File: src/rtl/pwm_decoder_pkg.sv
// pwm_decoder_pkg: shared types and constants for the PWM decoder.
// FSM states plus averaging depth/shift for the PWM_DECODER_AVG_EN build.
package pwm_decoder_pkg;

  typedef enum logic [1:0] {
    IDLE,
    HIGH,
    LOW
  } state_t;

  localparam int AVG_DEPTH = 4;
  localparam int AVG_SHIFT = 2;

endpackage

File: src/rtl/pwm_sync_edge.sv
// pwm_sync_edge: multi-flop synchronizer for the async PWM pin.
// Edge detect compares against a level that only updates on en ticks.
module pwm_sync_edge #(
  parameter int SYNC_STAGES = 2
) (
  input  logic clk,
  input  logic reset,
  input  logic en,
  input  logic signal,
  output logic s_sync,
  output logic rise,
  output logic fall
);

  logic [SYNC_STAGES-1:0] sync_q;
  logic                   s_prev;

  // Shift chain runs every clk to settle metastability
  always_ff @(posedge clk) begin
    if (!reset) begin
      sync_q <= '0;
    end else begin
      sync_q <= {sync_q[SYNC_STAGES-2:0], signal};
    end
  end

  // Previous level as seen on the last en tick
  always_ff @(posedge clk) begin
    if (!reset) begin
      s_prev <= 1'b0;
    end else if (en) begin
      s_prev <= s_sync;
    end
  end

  assign s_sync = sync_q[SYNC_STAGES-1];
  assign rise   = en & s_sync & ~s_prev;
  assign fall   = en & ~s_sync & s_prev;

endmodule

File: src/rtl/pwm_decoder.sv
// pwm_decoder: measures high time and period of an async PWM input in en ticks.
// Define PWM_DECODER_AVG_EN to report the mean of every four periods.
module pwm_decoder
  import pwm_decoder_pkg::*;
#(
  parameter int CW          = 13,
  parameter int SYNC_STAGES = 2,
  parameter int TIMEOUT     = 8191
) (
  input  logic          clk,
  input  logic          reset,
  input  logic          en,
  input  logic          signal,
  output logic [CW-1:0] high_cnt,
  output logic [CW-1:0] period_cnt,
  output logic          valid,
  output logic          timeout,
  output logic          stuck_level
);

  localparam logic [CW-1:0] TMO = CW'(TIMEOUT);

  state_t        state;
  logic [CW-1:0] hcnt;
  logic [CW-1:0] pcnt;
  logic          s_sync;
  logic          rise;
  logic          fall;
  logic          done;
  logic          tmo_hit;

  pwm_sync_edge #(
    .SYNC_STAGES(SYNC_STAGES)
  ) u_sync (
    .clk   (clk),
    .reset (reset),
    .en    (en),
    .signal(signal),
    .s_sync(s_sync),
    .rise  (rise),
    .fall  (fall)
  );

  // A rise in LOW closes the period and takes priority over loss of signal
  assign done    = en & (state == LOW) & rise;
  assign tmo_hit = en & (pcnt >= TMO) &
                   ((state == HIGH) | ((state == LOW) & ~rise));

  // Measurement FSM; advances only on en ticks
  always_ff @(posedge clk) begin
    if (!reset) begin
      state       <= IDLE;
      hcnt        <= '0;
      pcnt        <= '0;
      timeout     <= 1'b0;
      stuck_level <= 1'b0;
    end else if (tmo_hit) begin
      state       <= IDLE;
      timeout     <= 1'b1;
      stuck_level <= s_sync;
    end else if (en) begin
      unique case (state)
        IDLE: begin
          if (rise) begin
            state   <= HIGH;
            hcnt    <= CW'(1);
            pcnt    <= CW'(1);
            timeout <= 1'b0;
          end
        end
        HIGH: begin
          pcnt <= pcnt + CW'(1);
          if (fall) state <= LOW;
          else      hcnt  <= hcnt + CW'(1);
        end
        LOW: begin
          if (rise) begin
            state <= HIGH;
            hcnt  <= CW'(1);
            pcnt  <= CW'(1);
          end else begin
            pcnt  <= pcnt + CW'(1);
          end
        end
        default: state <= IDLE;
      endcase
    end
  end

`ifdef PWM_DECODER_AVG_EN
  logic [CW+1:0] sum_h;
  logic [CW+1:0] sum_p;
  logic [CW+1:0] nxt_h;
  logic [CW+1:0] nxt_p;
  logic [1:0]    idx;

  assign nxt_h = sum_h + {2'b00, hcnt};
  assign nxt_p = sum_p + {2'b00, pcnt};

  // Accumulate finished periods; publish the mean on every fourth
  always_ff @(posedge clk) begin
    if (!reset) begin
      sum_h      <= '0;
      sum_p      <= '0;
      idx        <= '0;
      high_cnt   <= '0;
      period_cnt <= '0;
      valid      <= 1'b0;
    end else begin
      valid <= 1'b0;
      if (tmo_hit) begin
        sum_h <= '0;
        sum_p <= '0;
        idx   <= '0;
      end else if (done) begin
        if (idx == 2'(AVG_DEPTH - 1)) begin
          high_cnt   <= CW'(nxt_h >> AVG_SHIFT);
          period_cnt <= CW'(nxt_p >> AVG_SHIFT);
          valid      <= 1'b1;
          sum_h      <= '0;
          sum_p      <= '0;
          idx        <= '0;
        end else begin
          sum_h <= nxt_h;
          sum_p <= nxt_p;
          idx   <= idx + 2'd1;
        end
      end
    end
  end
`else
  // Publish each finished period directly
  always_ff @(posedge clk) begin
    if (!reset) begin
      high_cnt   <= '0;
      period_cnt <= '0;
      valid      <= 1'b0;
    end else begin
      valid <= done;
      if (done) begin
        high_cnt   <= hcnt;
        period_cnt <= pcnt;
      end
    end
  end
`endif

endmodule

File: config.mk
export PLATFORM = sky130hd
export DESIGN_NAME = pwm_decoder
export DESIGN_NICKNAME = d
export VERILOG_FILES = /design/src/rtl/pwm_decoder_pkg.sv /design/src/rtl/pwm_sync_edge.sv /design/src/rtl/pwm_decoder.sv
export SDC_FILE = /design/constraint.sdc
export NUM_CORES = 1
export LEC_CHECK = 0
export CAP_MARGIN = 20
export CORE_UTILIZATION = 31
export CTS_CLUSTER_DIAMETER = 200
export DETAILED_ROUTE_END_ITERATION = 10
export PLACE_DENSITY = 0.46
export RECOVER_POWER = 25
export SLEW_MARGIN = 20
export SYNTH_ARGS = -nofsm -noshare
export SYNTH_HDL_FRONTEND = slang
export SYNTH_SLANG_ARGS = --single-unit
export TNS_END_PERCENT = 30
File: constraint.sdc
create_clock -name clk -period 3.4 [get_ports clk]
set_clock_uncertainty 0.05 [all_clocks]
set_input_delay 0.51 -clock clk [delete_from_list [all_inputs] [get_ports clk]]
set_output_delay 0.51 -clock clk [all_outputs]
set_load 0.01 [all_outputs]
==> results.md, run 1 <==
- Status: completed
- Setup repair bufs after CTS: 0
- Fraction of registers with async set/reset: 0%
- Number of global-route vias before repair: between 2k and 3k
- WHS Endpoint: u_sync.sync_q[1]$_SDFF_PN0_
- Crit-path max cell delay: around 0.5 ns
- Synth-to-Final Area Change: 21.2%
- Clock power frac: 44.3%
- Yosys cell types: between 50 and 60
- Port Buffer Count: 32
- Power Density: around 400 nW/um^2
- Syn Inst Count: roughly 360
- Number of hold buffers added after cts: 0
- Flops & latches, synth: 60
- CP Max Fanout: 14
- Post-CTS Resized: 0
- Drc violations: 0
- Psw: about 0.33 mW
- TritonCTS clock tree: done
- Number of DRC markers in iteration 0: 100
- Number of synthesis warnings: 0
- Crit-path cells: inv_1, ha_1, or2_2, o21ai_0, nand4b_1, nor2_1, o221ai_1
- Peak Freq: ~370 MHz
- Finish-stage setup viols: 0
- R2R Path End: hcnt[6]$_SDFFE_PN0P_
- Placed cell area: around 3300 sq um
- Crit path launch type: flip-flop
- 1st-pass router iterations: 4
- Area leader, netlist: dfxtp_1
- WHS Path Cells: 1
- Nets: about 400
- Skew-Pair Late Insertion Delay: around 0.33 ns
- CTS max path bufs: 2
- Critical Path RT: about 3.6 ns
- Post-route ant nets: 0
- Max-Cap Viols: 0
- Die area: 9710 sq um
- Layout cell share with drive strength beyond 1: a little under an eighth
- GRT Util Overall: about 17%
- Total number of H-tree levels: 3
- CTS buffer count: 9
- Commonest non-fill, non-tap cell in the layout: nand2_1
- Worst r2r src: state[0]$_SDFFE_PP0P_
- Core box area: just under 9000 sq um
- Primary FF master, synth: dfxtp_1
- RSZ-0062 raised after global routing: no
- Most frequent cells in the layout: 85 x nand2_1, 60 x dfxtp_1, 36 x a21oi_1
- Rows: 34
- Wirelength per Cell: between 15 and 20 um
- Net Sw Frac: about a quarter
- Fill cells: between 900 and 1k
- Largest net degree at the start of global routing: 32
- Final HPWL DP: between 5000 and 6000 um
- Synth area leaders: dfxtp_1 42%, nand2_1 11%, a21oi_1 6.2%
- Sequential fraction of design power: around half
- Worst Hold Class: reg2reg
- Num Clock Sinks: 60
- R2r setup slk: roughly 0.66 ns
- Setup_tns: 0 ns
- Crit. End Element: flip-flop
- Internal Power: 1.08 mW
- Die Span X: 98.6 um
- WS Path Type: reg2reg
- Die H: just under 100 um
- Worst slew margin: about 7.0%
- Slowest-stage cell, CP: nor2_1
- Initial antenna violation count: 0
- Sequential fraction of the synthesis area: approximately two fifths
- Lkg Pwr: ~1.2 nW
- Post-synthesis cell area: between 2000 and 3000 sq um
- WL final: 7610 um
- Comb pwr share: under 10%
- Syn Area/Cell: 8.14 sq um
- Grt ovf: 0
- Via density per instance: between 5 and 6
- Sequential Area: roughly 1200 sq um
- First-pass GRT wire length: between 10000 and 15000 um
- Initial Utilization: about a third
- Worst slew pin tran: between 1 and 1.5 ns
- Via Count: 2637
- Max-slew violation count: 0
- Gpl congestion: around 0.8
- Worst reg-to-reg path cell count: 7
- Clock transition at the registers of the reported paths: 0.07 ns
- Fin crit period: ~2.7 ns
- Hold Violations, Final: 0
- Peak VDD IR: between 0.15 and 0.2 mV
- Ports: 33
- Post-route cell area: approximately 3500 sq um
- CP Data Arrival Time: a little under 3 ns
- Syn nets: roughly 370
- Min-delay src: u_sync.sync_q[0]$_SDFF_PN0_
- Footprint of the multi-input gates: 1570 sq um
- Top-area cell type share of the netlist area: ~42%
- Clk root buf: clkbuf_8
- Period utilization: between 80% and 90%
- Ant diodes: 0
- Number of synthesized flops with an enable pin: 0
[flip-flops by register name (all words and copies together), names as in the netlist]
register and cells:
hcnt 13, period_cnt 13, timeout 1, pcnt 13
state 2, high_cnt 13, u_sync.s_prev 1, valid 1
stuck_level 1, u_sync.sync_q 2
[layout make-up]
cell class,count,area share [%]
Timing Repair Buffer,40,10.8
Clock buffer,13,4.25
Multi-Input combinational cell,266,44.8
Sequential cell,60,34.3
Clock inverter,2,1.00
Inverter,10,1.07
Tap cell,108,3.86
[metal layers]
layer	global-route usage [%]	share of wire (%)	up-vias
met4	4.82	0.92	0
li1	-	-	1345
met2	27.8	47	47
met5	0	0	-
met3	4.75	3.9	4
met1	22.2	48	1241
[kinds of logic after synthesis]
| group | after synthesis | share of synthesized area, % |
|---|---|---|
| compound gates | 83 | 20.2 |
| fa+ha+maj | 7 | 3.03 |
| buf+inv | 29 | 4.37 |
| flops | 60 | 41.6 |
| mux | 3 | 1.13 |
| simple gates | 173 | 29.7 |
[through the flow]
step	hold WS [ns]	util [%]	worst slack (ns)	std cells	total power [mW]
6_report	0.383	39.4	0.661	499	1.41
5_1_grt	0.405	39.4	0.395	499	1.48
4_1_cts	0.389	39.4	0.696	499	1.44
3_5_place_dp	0.371	37.4	0.648	484	0.804
3_3_place_gp	0.379	37.4	0.634	484	0.804
2_1_floorplan	0.362	-	1.26	355	0.778
[cell usage after synthesis, drive strengths merged (6+ instances only)]
library cell and n:
a21oi 36, nand4b 8, inv 10, o221a 10, nor3 11, nand4 8
nor2 10, buf 6, or3 8, ha 7, and3 7, nand3 13
nand2 87, dfxtp 60, o21ai 9, clkbuf 13
[power groups by stage]
stage	combinational, mW	sequential, mW	clock [mW]
4_1_cts	0.0759	0.713	0.652
3_3_place_gp	0.0755	0.729	0
6_report	0.0750	0.713	0.626
2_1_floorplan	0.0525	0.726	0
5_1_grt	0.0827	0.713	0.689
3_5_place_dp	0.0755	0.729	0
[worst max path at each step]
| stage | start | endpoint | slack (ns) |
|---|---|---|---|
| detailed placement | en | pcnt[9]$_SDFFE_PN0P_ | 0.65 |
| CTS | state[0]$_SDFFE_PP0P_ | hcnt[4]$_SDFFE_PN0P_ | 0.70 |
| finish | state[0]$_SDFFE_PP0P_ | hcnt[6]$_SDFFE_PN0P_ | 0.66 |
| floorplan | state[0]$_SDFFE_PP0P_ | hcnt[3]$_SDFFE_PN0P_ | 1.26 |
| global route | state[0]$_SDFFE_PP0P_ | hcnt[6]$_SDFFE_PN0P_ | 0.39 |
| global placement | en | pcnt[9]$_SDFFE_PN0P_ | 0.63 |
[critical path, delay by kind of cell (launching register included)]
kind,cells,cell delay [ns]
and+or+nand+nor,3,1.23
AOI/OAI and AO/OA,2,0.53
DFF,1,0.42
adders and majority gates,1,0.27
buffers and inverters,1,0.09
(Power assumes the default switching activity.)
==> inputs of run 2 (changes only) <==
- PLACE_DENSITY: 0.46 -> 0.48
- clock period: 3.4 -> 2.35 ns (I/O delays scaled with it)
==> run 2 against run 1 <==
Against the previous run:
- worst setup slack got worse by 0.49 ns
- via count increased by 3.1%
- largest cell class unchanged
- sequential power increased by 44%
==> results.md, run 2 (synthesis gave the netlist of run 1 again) <==
- Period utilization: 92.8% (was 80.6%)
- Worst Hold Class: reg2reg (unchanged)
- R2R Path End: hcnt[11]$_SDFFE_PN0P_ (was hcnt[6]$_SDFFE_PN0P_)
- Rows: 34 (unchanged)
- Worst slew pin tran: 1.19 ns (was 1.39 ns)
- Die H: 98.6 um (unchanged)
- Clk root buf: clkbuf_8 (unchanged)
- Largest net degree at the start of global routing: 32 (unchanged)
- Worst slew margin: 20.4% (was 7.01%)
- Ant diodes: 0 (unchanged)
- Worst Hold Slack: 0.388 ns (was 0.383 ns)
- WS Path Type: reg2reg (unchanged)
- Setup_tns: 0 ns (unchanged)
- First-pass GRT wire length: 12900 um (was 13100 um)
- WL final: 7540 um (was 7610 um)
- Post-layout util: 41.1% (was 39.4%)
- Wirelength per Cell: 14.5 um (was 15.2 um)
- Initial Utilization: 32.5% (unchanged)
- WHS Path Cells: 1 (unchanged)
- Total number of H-tree levels: 3 (unchanged)
- Peak VDD IR: 0.439 mV (was 0.195 mV)
- Die Span X: 98.6 um (unchanged)
- Via density per instance: 5.22 (was 5.28)
- Clock transition at the registers of the reported paths: 0.07 ns (about the same)
- Skew-Pair Late Insertion Delay: 0.34 ns (was 0.33 ns)
- Number of global-route vias before repair: 2633 (was 2556)
- Ports: 33 (unchanged)
- Grt ovf: 0 (unchanged)
- Number of DRC markers in iteration 0: 140 (was 100)
- Setup repair bufs after CTS: 0 (unchanged)
- Via Count: 2720 (was 2637)
- Power Density: 554 nW/um^2 (was 404 nW/um^2)
- Final HPWL DP: 5240 um (was 5190 um)
- Num Clock Sinks: 60 (unchanged)
- Lkg Pwr: 1.22 nW (was 1.18 nW)
- Most frequent cells in the layout: 85 x nand2_1, 59 x dfxtp_1, 36 x a21oi_1 (was 85 x nand2_1, 60 x dfxtp_1, 36 x a21oi_1)
- R2r setup slk: 0.17 ns (was 0.66 ns)
- Max-Cap Viols: 0 (unchanged)
- Drc violations: 0 (unchanged)
- Status: completed (unchanged)
- Nets: 419 (was 398)
- Layout cell share with drive strength beyond 1: 16.2% (was 11.3%)
- Gpl congestion: 0.815 (was 0.797)
- GRT Util Overall: 16.8% (was 17.1%)
- CP Data Arrival Time: 2.32 ns (was 2.89 ns)
- Worst reg-to-reg path cell count: 9 (was 7)
- CTS buffer count: 9 (unchanged)
- Number of hold buffers added after cts: 0 (unchanged)
- Fin crit period: 2.18 ns (was 2.74 ns)
- Crit. End Element: flip-flop (unchanged)
- Min-delay src: u_sync.sync_q[0]$_SDFF_PN0_ (unchanged)
- Hold Violations, Final: 0 (unchanged)
- Synth-to-Final Area Change: 26.4% (was 21.2%)
- Core box area: 8890 sq um (unchanged)
- CP Max Fanout: 13 (was 14)
- Post-route ant nets: 0 (unchanged)
- WHS Endpoint: u_sync.sync_q[1]$_SDFF_PN0_ (unchanged)
- Initial antenna violation count: 0 (unchanged)
- Critical Path RT: 2.49 ns (was 3.55 ns)
- Finish-stage setup viols: 0 (unchanged)
- TritonCTS clock tree: done (unchanged)
- RSZ-0062 raised after global routing: no (unchanged)
- 1st-pass router iterations: 4 (unchanged)
- Peak Freq: 459 MHz (was 365 MHz)
- Die area: 9710 sq um (unchanged)
- CTS max path bufs: 2 (unchanged)
- Worst r2r src: state[0]$_SDFFE_PP0P_ (unchanged)
- Max-slew violation count: 0 (unchanged)
- Critical Path Source: state[0]$_SDFFE_PP0P_ (unchanged)
- Port Buffer Count: 32 (unchanged)
- Crit path launch type: flip-flop (unchanged)
- Commonest non-fill, non-tap cell in the layout: nand2_1 (unchanged)
==> run 2: worst max path at each step <==
stage	endpoint	slack (ns)
3_5_place_dp	hcnt[9]$_SDFFE_PN0P_	0.08
5_1_grt	hcnt[11]$_SDFFE_PN0P_	0.05
4_1_cts	hcnt[9]$_SDFFE_PN0P_	0.07
6_report	hcnt[11]$_SDFFE_PN0P_	0.17
3_3_place_gp	hcnt[6]$_SDFFE_PN0P_	0.16
2_1_floorplan	hcnt[3]$_SDFFE_PN0P_	0.21
==> run 2: timing repair <==
action / CTS / global route
resized for setup: 0 / 2
setup endpoints to repair: 0 / 14
endpoints found under the hold margin: 0 / 0
==> run 2: power by group <==
group	total [mW]	switching [mW]	internal, mW
clock	0.872	0.432	0.439
sequential	1.03	0.00818	1.02
combinational	0.122	0.0769	0.0449
total	2.02	0.517	1.51
==> run 2: area by class of cell <==
type / instances / area (sq um)
Fill cell: 949 / 5240
Multi-Input combinational cell: 266 / 1560
Sequential cell: 60 / 1200
Timing Repair Buffer: 61 / 527
Clock buffer: 11 / 151
Tap cell: 108 / 135
Inverter: 10 / 37.5
Clock inverter: 5 / 36.3
==> run 2: routing by layer <==
layer	GRT usage, %	wire [um]	up-vias
li1	-	-	1387
met2	28.4	3480	56
met1	20.8	3690	1272
met4	4.48	59	0
met5	0	0	-
met3	4.82	308	5
==> run 2: stage by stage <==
step / worst slack (ns) / power (mW) / area [sq um] / cells
after floorplan: 0.213 / 1.13 / 2890 / 355
after global placement: 0.161 / 1.18 / 3480 / 505
after detailed placement: 0.0800 / 1.18 / 3480 / 505
after CTS: 0.0716 / 2.06 / 3670 / 521
after global routing: 0.0494 / 2.11 / 3650 / 521
final: 0.170 / 2.02 / 3650 / 521
==> run 2: critical path, cell delays in order, from the launching register on <==
cell	delay (ns)
dfxtp_2	0.39
inv_1	0.07
ha_1	0.20
or2_2	0.31
buf_4	0.19
nor4_1	0.28
buf_4	0.17
a32o_1	0.16
a31o_2	0.15
o41ai_1	0.05
==> inputs of run 3 (changes only) <==
- CTS_CLUSTER_DIAMETER: 200 -> 100
==> results of run 3 <==
Same layout as run 2: the final DEF is identical, and so are final timing and power.
